**config.mk**
```make
export PLATFORM = sky130hd
export DESIGN_NAME = divisor_secuencial
export DESIGN_NICKNAME = d
export VERILOG_FILES = /design/src/rtl/divisor_pkg.sv /design/src/rtl/divisor_paso.sv /design/src/rtl/divisor_secuencial.sv
export SDC_FILE = /design/constraint.sdc
export NUM_CORES = 1
export LEC_CHECK = 0
export ABC_AREA = 1
export CORE_ASPECT_RATIO = 1.5
export CORE_MARGIN = 3
export CORE_UTILIZATION = 55
export CTS_CLUSTER_SIZE = 8
export DETAILED_ROUTE_END_ITERATION = 8
export GPL_ROUTABILITY_DRIVEN = 0
export PLACE_DENSITY = 0.8
export SLEW_MARGIN = 25
export SYNTH_ARGS = -nofsm -noshare
export SYNTH_HDL_FRONTEND = slang
export SYNTH_HIERARCHICAL = 1
export SYNTH_SLANG_ARGS = --single-unit
```
**constraint.sdc**
```tcl
create_clock -name clk -period 2.4 [get_ports clk]
set_clock_uncertainty 0.1 [all_clocks]
set_input_delay 0.48 -clock clk [delete_from_list [all_inputs] [get_ports clk]]
set_output_delay 0.48 -clock clk [all_outputs]
set_load 0.01 [all_outputs]
```
**src/rtl/divisor_pkg.sv**
```systemverilog
// divisor_pkg: shared FSM state type and counter sizing for the sequential divider
package divisor_pkg;
  typedef enum logic [1:0] {REPOSO, CALCULO, FIN} estado_div_t;
  function automatic int cnt_w(input int w);
    return (w < 2) ? 1 : $clog2(w);
  endfunction
endpackage

```
**src/rtl/divisor_paso.sv**
```systemverilog
// divisor_paso: one restoring division step
//   r      partial remainder (always < d on entry)
//   bit_in next dividend bit, MSB first
//   d      divisor
//   r_next updated partial remainder
//   q_bit  quotient bit produced by this step
module divisor_paso
  import divisor_pkg::*;
#(
  parameter int WIDTH = 8
) (
  input  logic [WIDTH-1:0] r,
  input  logic             bit_in,
  input  logic [WIDTH-1:0] d,
  output logic [WIDTH-1:0] r_next,
  output logic             q_bit
);
  logic [WIDTH:0] r_sh;
  logic [WIDTH:0] dif;
  // The shifted remainder keeps its top bit: with d near 2^WIDTH it can exceed WIDTH bits.
  always_comb begin
    r_sh   = {r, bit_in};
    dif    = r_sh - {1'b0, d};
    q_bit  = ~dif[WIDTH];
    r_next = q_bit ? dif[WIDTH-1:0] : r_sh[WIDTH-1:0];
  end
endmodule

```
**src/rtl/divisor_secuencial.sv**
```systemverilog
// divisor_secuencial: iterative restoring divider with start/done handshake
//   clk, rst_n           clock, asynchronous active-low reset
//   inicio               start request, accepted while listo=1
//   dividendo, divisor   unsigned operands sampled on the accepted cycle
//   listo                idle and able to accept inicio
//   valido               one-cycle pulse when results update
//   cociente, resto      held result; divide by zero gives all ones r dividendo
//   div_cero             last operation had divisor==0
module divisor_secuencial
  import divisor_pkg::*;
#(
  parameter int WIDTH = 8
) (
  input  logic             clk,
  input  logic             rst_n,
  input  logic             inicio,
  input  logic [WIDTH-1:0] dividendo,
  input  logic [WIDTH-1:0] divisor,
  output logic             listo,
  output logic             valido,
  output logic [WIDTH-1:0] cociente,
  output logic [WIDTH-1:0] resto,
  output logic             div_cero
);
  localparam int CW = cnt_w(WIDTH);
  estado_div_t      estado;
  logic [WIDTH-1:0] dvd;
  logic [WIDTH-1:0] dvs;
  logic [WIDTH-1:0] rem;
  logic [WIDTH-1:0] rem_next;
  logic             q_bit;
  logic [CW-1:0]    cnt;
  divisor_paso #(.WIDTH(WIDTH)) u_paso (
    .r      (rem),
    .bit_in (dvd[WIDTH-1]),
    .d      (dvs),
    .r_next (rem_next),
    .q_bit  (q_bit)
  );
  // dvd shifts dividend bits out of the top while quotient bits enter at the bottom,
  // so after WIDTH steps it holds the quotient; on the zero path it still holds the dividend.
  always_ff @(posedge clk or negedge rst_n)
    if (!rst_n) begin
      estado   <= REPOSO;
      dvd      <= '0;
      dvs      <= '0;
      rem      <= '0;
      cnt      <= '0;
      listo    <= 1'b1;
      valido   <= 1'b0;
      cociente <= '0;
      resto    <= '0;
      div_cero <= 1'b0;
    end else begin
      valido <= 1'b0;
      case (estado)
        REPOSO:
          if (inicio) begin
            dvd    <= dividendo;
            dvs    <= divisor;
            rem    <= '0;
            cnt    <= CW'(WIDTH - 1);
            listo  <= 1'b0;
            estado <= (divisor == '0) ? FIN : CALCULO;
          end
        CALCULO: begin
          dvd <= {dvd[WIDTH-2:0], q_bit};
          rem <= rem_next;
          cnt <= cnt - 1'b1;
          if (cnt == '0) estado <= FIN;
        end
        FIN: begin
          cociente <= (dvs == '0) ? '1 : dvd;
          resto    <= (dvs == '0) ? dvd : rem;
          div_cero <= (dvs == '0);
          valido   <= 1'b1;
          listo    <= 1'b1;
          estado   <= REPOSO;
        end
        default: estado <= REPOSO;
      endcase
    end
endmodule

```
# ---- Word-level counts from Yosys, hierarchy flattened
# Index checks and enable logic that the tools add are counted.
dict set report op_classes {
  add_sub_neg 2
  n_eq_ne 4
  n_mux 16
  n_bitwise 1
  reduce_logical 10
}
# operator count
set ops {}
lappend ops {{$mux W8} 5}
lappend ops {{$pmux W8 S2} 2}
lappend ops {{$logic_not A8 Y1} 2}
lappend ops {{$sub A9 B8 Y9} 1}
lappend ops {{$reduce_and A2 Y1} 4}
lappend ops {{$mux W2} 3}
lappend ops {{$pmux W3 S2} 1}
lappend ops {{$ne A2 B2 Y1 const B} 2}
lappend ops {{$pmux W2 S2} 1}
lappend ops {{$reduce_bool A2 Y1} 2}
lappend ops {{$logic_not A3 Y1} 1}
lappend ops {{$mux W3} 1}
lappend ops {{$sub A3 B1 Y3 const B} 1}
lappend ops {{$eq A2 B1 Y1 const B} 1}
lappend ops {{$eq A2 B2 Y1 const B} 1}
lappend ops {{$logic_not A2 Y1} 1}
lappend ops {{$mux W1} 2}
lappend ops {{$pmux W1 S2} 1}
lappend ops {{$not A1 Y1} 1}
dict set report totals {
  regBits 48
  word_cells 43
}

# ---- Longest topological paths before layout
dict set report depth {
  ltp_word 4
  ltp_mapped 14
  mapped_depth_nobuf 14
}

# ---- By module
# Netlist, hierarchy kept.
# mod instances cells_per_inst area_each_um2 seq_area_each_um2
set modules_own_cells {}
lappend modules_own_cells {divisor_secuencial 1 230 2115.8 1202.4}
lappend modules_own_cells {divisor_paso 1 105 588.1 0.0}

# ---- Worst setup path before layout
# OpenSTA, ideal clock, no wires.
dict set report synth_path {
  kind {register to register}
  from {register dvd[7]}
  to {register rem[7]}
  setup_ns 0.126
  t_arrival_ns 1.711
  required_ns 2.174
  path_slack_ns 0.463
  path_stages_with_launch 15
  period_less_slack_ns 1.937
  path_cell_list {dfrtp_1 -> inv_1 -> ha_1 -> inv_1 -> fa_1 -> nand2_1 -> nand2_1 -> nand3_2 -> nand2_2 -> nand2_4 -> nand2_8 -> nand2_1 -> nand2_1 -> nand2_1 -> o21ai_0}
}
dict set report synth_via {
  elab_chain_cells 3
}
# element line
set synth_rtl {}
lappend synth_rtl {{from (decl)} divisor_secuencial.sv:27} ;# logic [WIDTH-1:0] dvd;
lappend synth_rtl {{from (signal assigned)} divisor_secuencial.sv:59} ;# dvd <= dividendo;
lappend synth_rtl {{from (signal assigned)} divisor_secuencial.sv:67} ;# dvd <= {dvd[WIDTH-2:0], q_bit};
lappend synth_rtl {{$sub A9 B8 Y9} divisor_paso.sv:23} ;# dif = r_sh - {1'b0, d};
lappend synth_rtl {{$mux W8} divisor_paso.sv:25} ;# r_next = q_bit ? dif[WIDTH-1:0] : r_sh[WIDTH-1:0];
lappend synth_rtl {{via rem_next[7]} divisor_secuencial.sv:30} ;# logic [WIDTH-1:0] rem_next;
lappend synth_rtl {{$pmux W8 S2} divisor_secuencial.sv:56} ;# case (estado)
lappend synth_rtl {{to (signal assigned)} divisor_secuencial.sv:68} ;# rem <= rem_next;
lappend synth_rtl {{to (decl)} divisor_secuencial.sv:29} ;# logic [WIDTH-1:0] rem;
# The timed path passes the listed nets, and every way through them passes these cells.
# A chain may end at the register's enable or synchronous reset.

# ---- Worst setup path after layout
dict set report layout_path {
  from {register dvd[7]}
  to {register rem[6]}
}
# Same word-level chain as after synthesis.

==> results.json <==
{
  "mostFrequentLayoutCells": "nand2_1 (93), inv_1 (51), dfrtp_1 (47)",
  "cts_made_buffers": 5,
  "fin_crit_ns": 2.12,
  "synth_top_cells_by_area": "dfrtp_1 (43%), nand2_1 (13%), inv_1 (7.1%), o21ai_0 (5.0%), ha_1 (4.6%)",
  "min-delay-path-class": "input pin to asynchronous set/reset pin",
  "power_density_mw_per_mm2": 1420,
  "clockRootBuffer": "clkbuf_8",
  "endpoint_kind": "register",
  "core_area_sq_mm": 0.00462,
  "placement.io_buffers": 37,
  "die_area_sq_mm": 0.00581,
  "drt_pre_antenna_iters": 4,
  "residual_drc_count": 0,
  "grt_use_total_pct": 21.6,
  "worst_path_required_time_ns": 2.48,
  "initial_core_util_pct": 58.6,
  "cts.sink_count": 48,
  "detailroute.via_count": 2252,
  "total_leakage_power_nw": 1.64,
  "grt_pass1_wl_mm": 9.99,
  "worstSetupPathType": "register to register",
  "grt_antenna_before_repair": 0,
  "netlist.top_cell.by_area": "dfrtp_1",
  "hold_slack_ns": 0.0396,
  "fin_tns_setup_ns": 0,
  "vias_per_cell": 5.15,
  "timing_max_transition_violations_final": 0,
  "post_cts.repair.setup_buffers": 0,
  "timing.critical_path.fanout_max": 9,
  "die_x_microns": 63.3,
  "layout.filler_cells": 378,
  "worst_ep_arrival_time_ns": 2.20,
  "run_status": "finished clean",
  "syn_to_final_growth_pct": 18.3,
  "synth-seq-area-share_pct": 44.5,
  "vias_in_the_first_global_route": 2249,
  "syn-mean-instance-area_sq_um": 8.07,
  "pin_count_of_the_biggest_net_entering_global_routing": 28,
  "num-nets-final": 402,
  "layout_commonest_cell": "nand2_1",
  "post_synth_instance_area_sq_mm": 0.00270,
  "detail_route.wl_per_cell_microns": 12.9,
  "clock_tree_from_tritoncts": "done",
  "detailed_route_wl_mm": 5.63,
  "ctsHoldBuffers": 0,
  "synth_largest_type_area_fraction_pct": 43.5,
  "cts_max_path_buffers": 2,
  "achievable-frequency_ghz": 0.471,
  "worst_pin_slew_ns": 0.518,
  "finalCritPeriodShare_pct": 88.4,
  "drt.antenna.violating_nets": 0,
  "setup_viol_count_final": 0,
  "worstSetupStartpointType": "register",
  "std_cell_rows": 30,
  "synth_warnings": 6,
  "synth_seq_cells": 48,
  "final_util_pct": 69.3,
  "dieHeight_microns": 91.9,
  "synth.net_count": 365,
  "layout.cell_area.non_filler_sq_mm": 0.00320,
  "postSynthCellCount": 335,
  "max_cap_violations": 0,
  "detailedPlacementHpwl_mm": 4.28,
  "grt-ovfl-total": 0,
  "vdd_ir_drop_max_mv": 1.02,
  "clk_slew_on_worst_s_h_paths_ns": 0.09,
  "dr.first_iter.drc_count": 138,
  "insertedDiodeCount": 0,
  "timing.slew.headroom_pct": 65.5,
  "placement.cell_area_sq_mm": 0.00309,
  "htree_levels": 2,
  "cts.repair.resized": 0,
  "timing.final.hold_violations": 0,
  "design.portCount": 38,
  "drive_gt1_share_pct": 9.12,
  "clk-insertion-delay-late_ns": 0.30,
  "synth.lib_cells_used.distinct": 34,
  "grt_setup_unrepaired": "no"
}
## stage by stage
stage,cells,setup slack (ns),total power [W]
floorplan,335,0.463,0.00332
global placement,429,0.368,0.00391
detailed placement,429,0.305,0.00397
CTS,437,0.297,0.00455
global route,437,0.0761,0.00499
finish,437,0.277,0.00454
## report_power, final
group	total [W]	switching (W)	internal, W
registers	0.00140	0.000234	0.00117
clock network	0.000571	0.000262	0.000309
logic	0.00256	0.00153	0.00103
total	0.00454	0.00203	0.00251
## layer usage
layer | part of all wire, % | wire (microns) | track usage (%) | vias up
li1 | - | - | - | 1150
met1 | 42 | 2370 | 26.1 | 1044
met2 | 53 | 2960 | 37.9 | 44
met3 | 3.2 | 180 | 3.68 | 14
met4 | 2.2 | 125 | 8.47 | 0
met5 | 0 | 0 | 0 | -
## path summary, 6_finish.rpt
path,cells after the start,from,end,slack [ns]
max in group asynchronous,2,rst_n,listo,1.56
hold / removal,1,rst_n,div_cero,0.04
hold reg to reg,2,resto[0],resto[0],0.39
setup reg to reg,14,dvd[7],rem[6],0.28
setup / recovery,14,dvd[7],rem[6],0.28
min in group clk,2,resto[0],resto[0],0.39
## Yosys cell counts
cell type and count:
o211ai_2 1, xnor2_1 2, nor2_4 1, buf_6 6, nand2_8 1, ha_1 10
nand3_2 2, or2_2 1, nand2_2 5, fa_1 1, nand3_1 21, nand3_4 1
nor2_1 19, dfrtp_1 47, nand4_1 2, nor2_2 1, inv_1 51, o21ai_1 7
nand2_1 93, a21oi_4 1, or2_1 1, inv_2 5, o21ai_2 1, dfstp_2 1
a22oi_1 2, o211ai_1 7, xor2_1 1, or2_4 1, a21oi_1 2, o22ai_1 8
nand2_4 3, o21ai_0 27, buf_2 2, nand3b_1 1
## worst max-delay path, cell delays in order (launching register included)
cell,delay [ns]
dfrtp_1,0.39
inv_1,0.06
ha_1,0.13
inv_1,0.06
fa_1,0.40
nand2_1,0.07
nand2_1,0.09
nand3_2,0.13
nand2_2,0.09
nand2_4,0.14
nand2_8,0.08
nand2_1,0.07
nand2_1,0.05
nand2_1,0.07
o21ai_0,0.07
## logic make-up (layout without fill, tap and decap cells)
family / Yosys count / count (layout) / synth area share [%]
DFF: 48 / 48 / 44.5
adders and majority gates: 11 / 11 / 5.37
and+or+nand+nor: 153 / 153 / 26.1
buffers and inverters: 64 / 102 / 10.6
xor gates and xnor gates: 3 / 3 / 0.972
AOI/OAI and AO/OA: 56 / 56 / 12.4
## sequential cells by signal, indices dropped and copies added (netlist names)
signal    cells
cociente      8
dvd           8
dvs           8
rem           8
resto         8
cnt           3
estado        2
div_cero      1
listo         1
valido        1
## final cells by class
type / count / area [sq um] / share of cell area (%)
flip-flops and latches: 48 / 1200 / 37.6
repair buffers: 38 / 385 / 12.0
multi-input cells: 223 / 1210 / 37.9
well taps: 64 / 80.1 / 2.50
clock buffers: 6 / 72.6 / 2.27
clock inverters: 2 / 35.0 / 1.10
inverters: 56 / 210 / 6.57
Note: power is estimated with default switching activity, not from simulation.
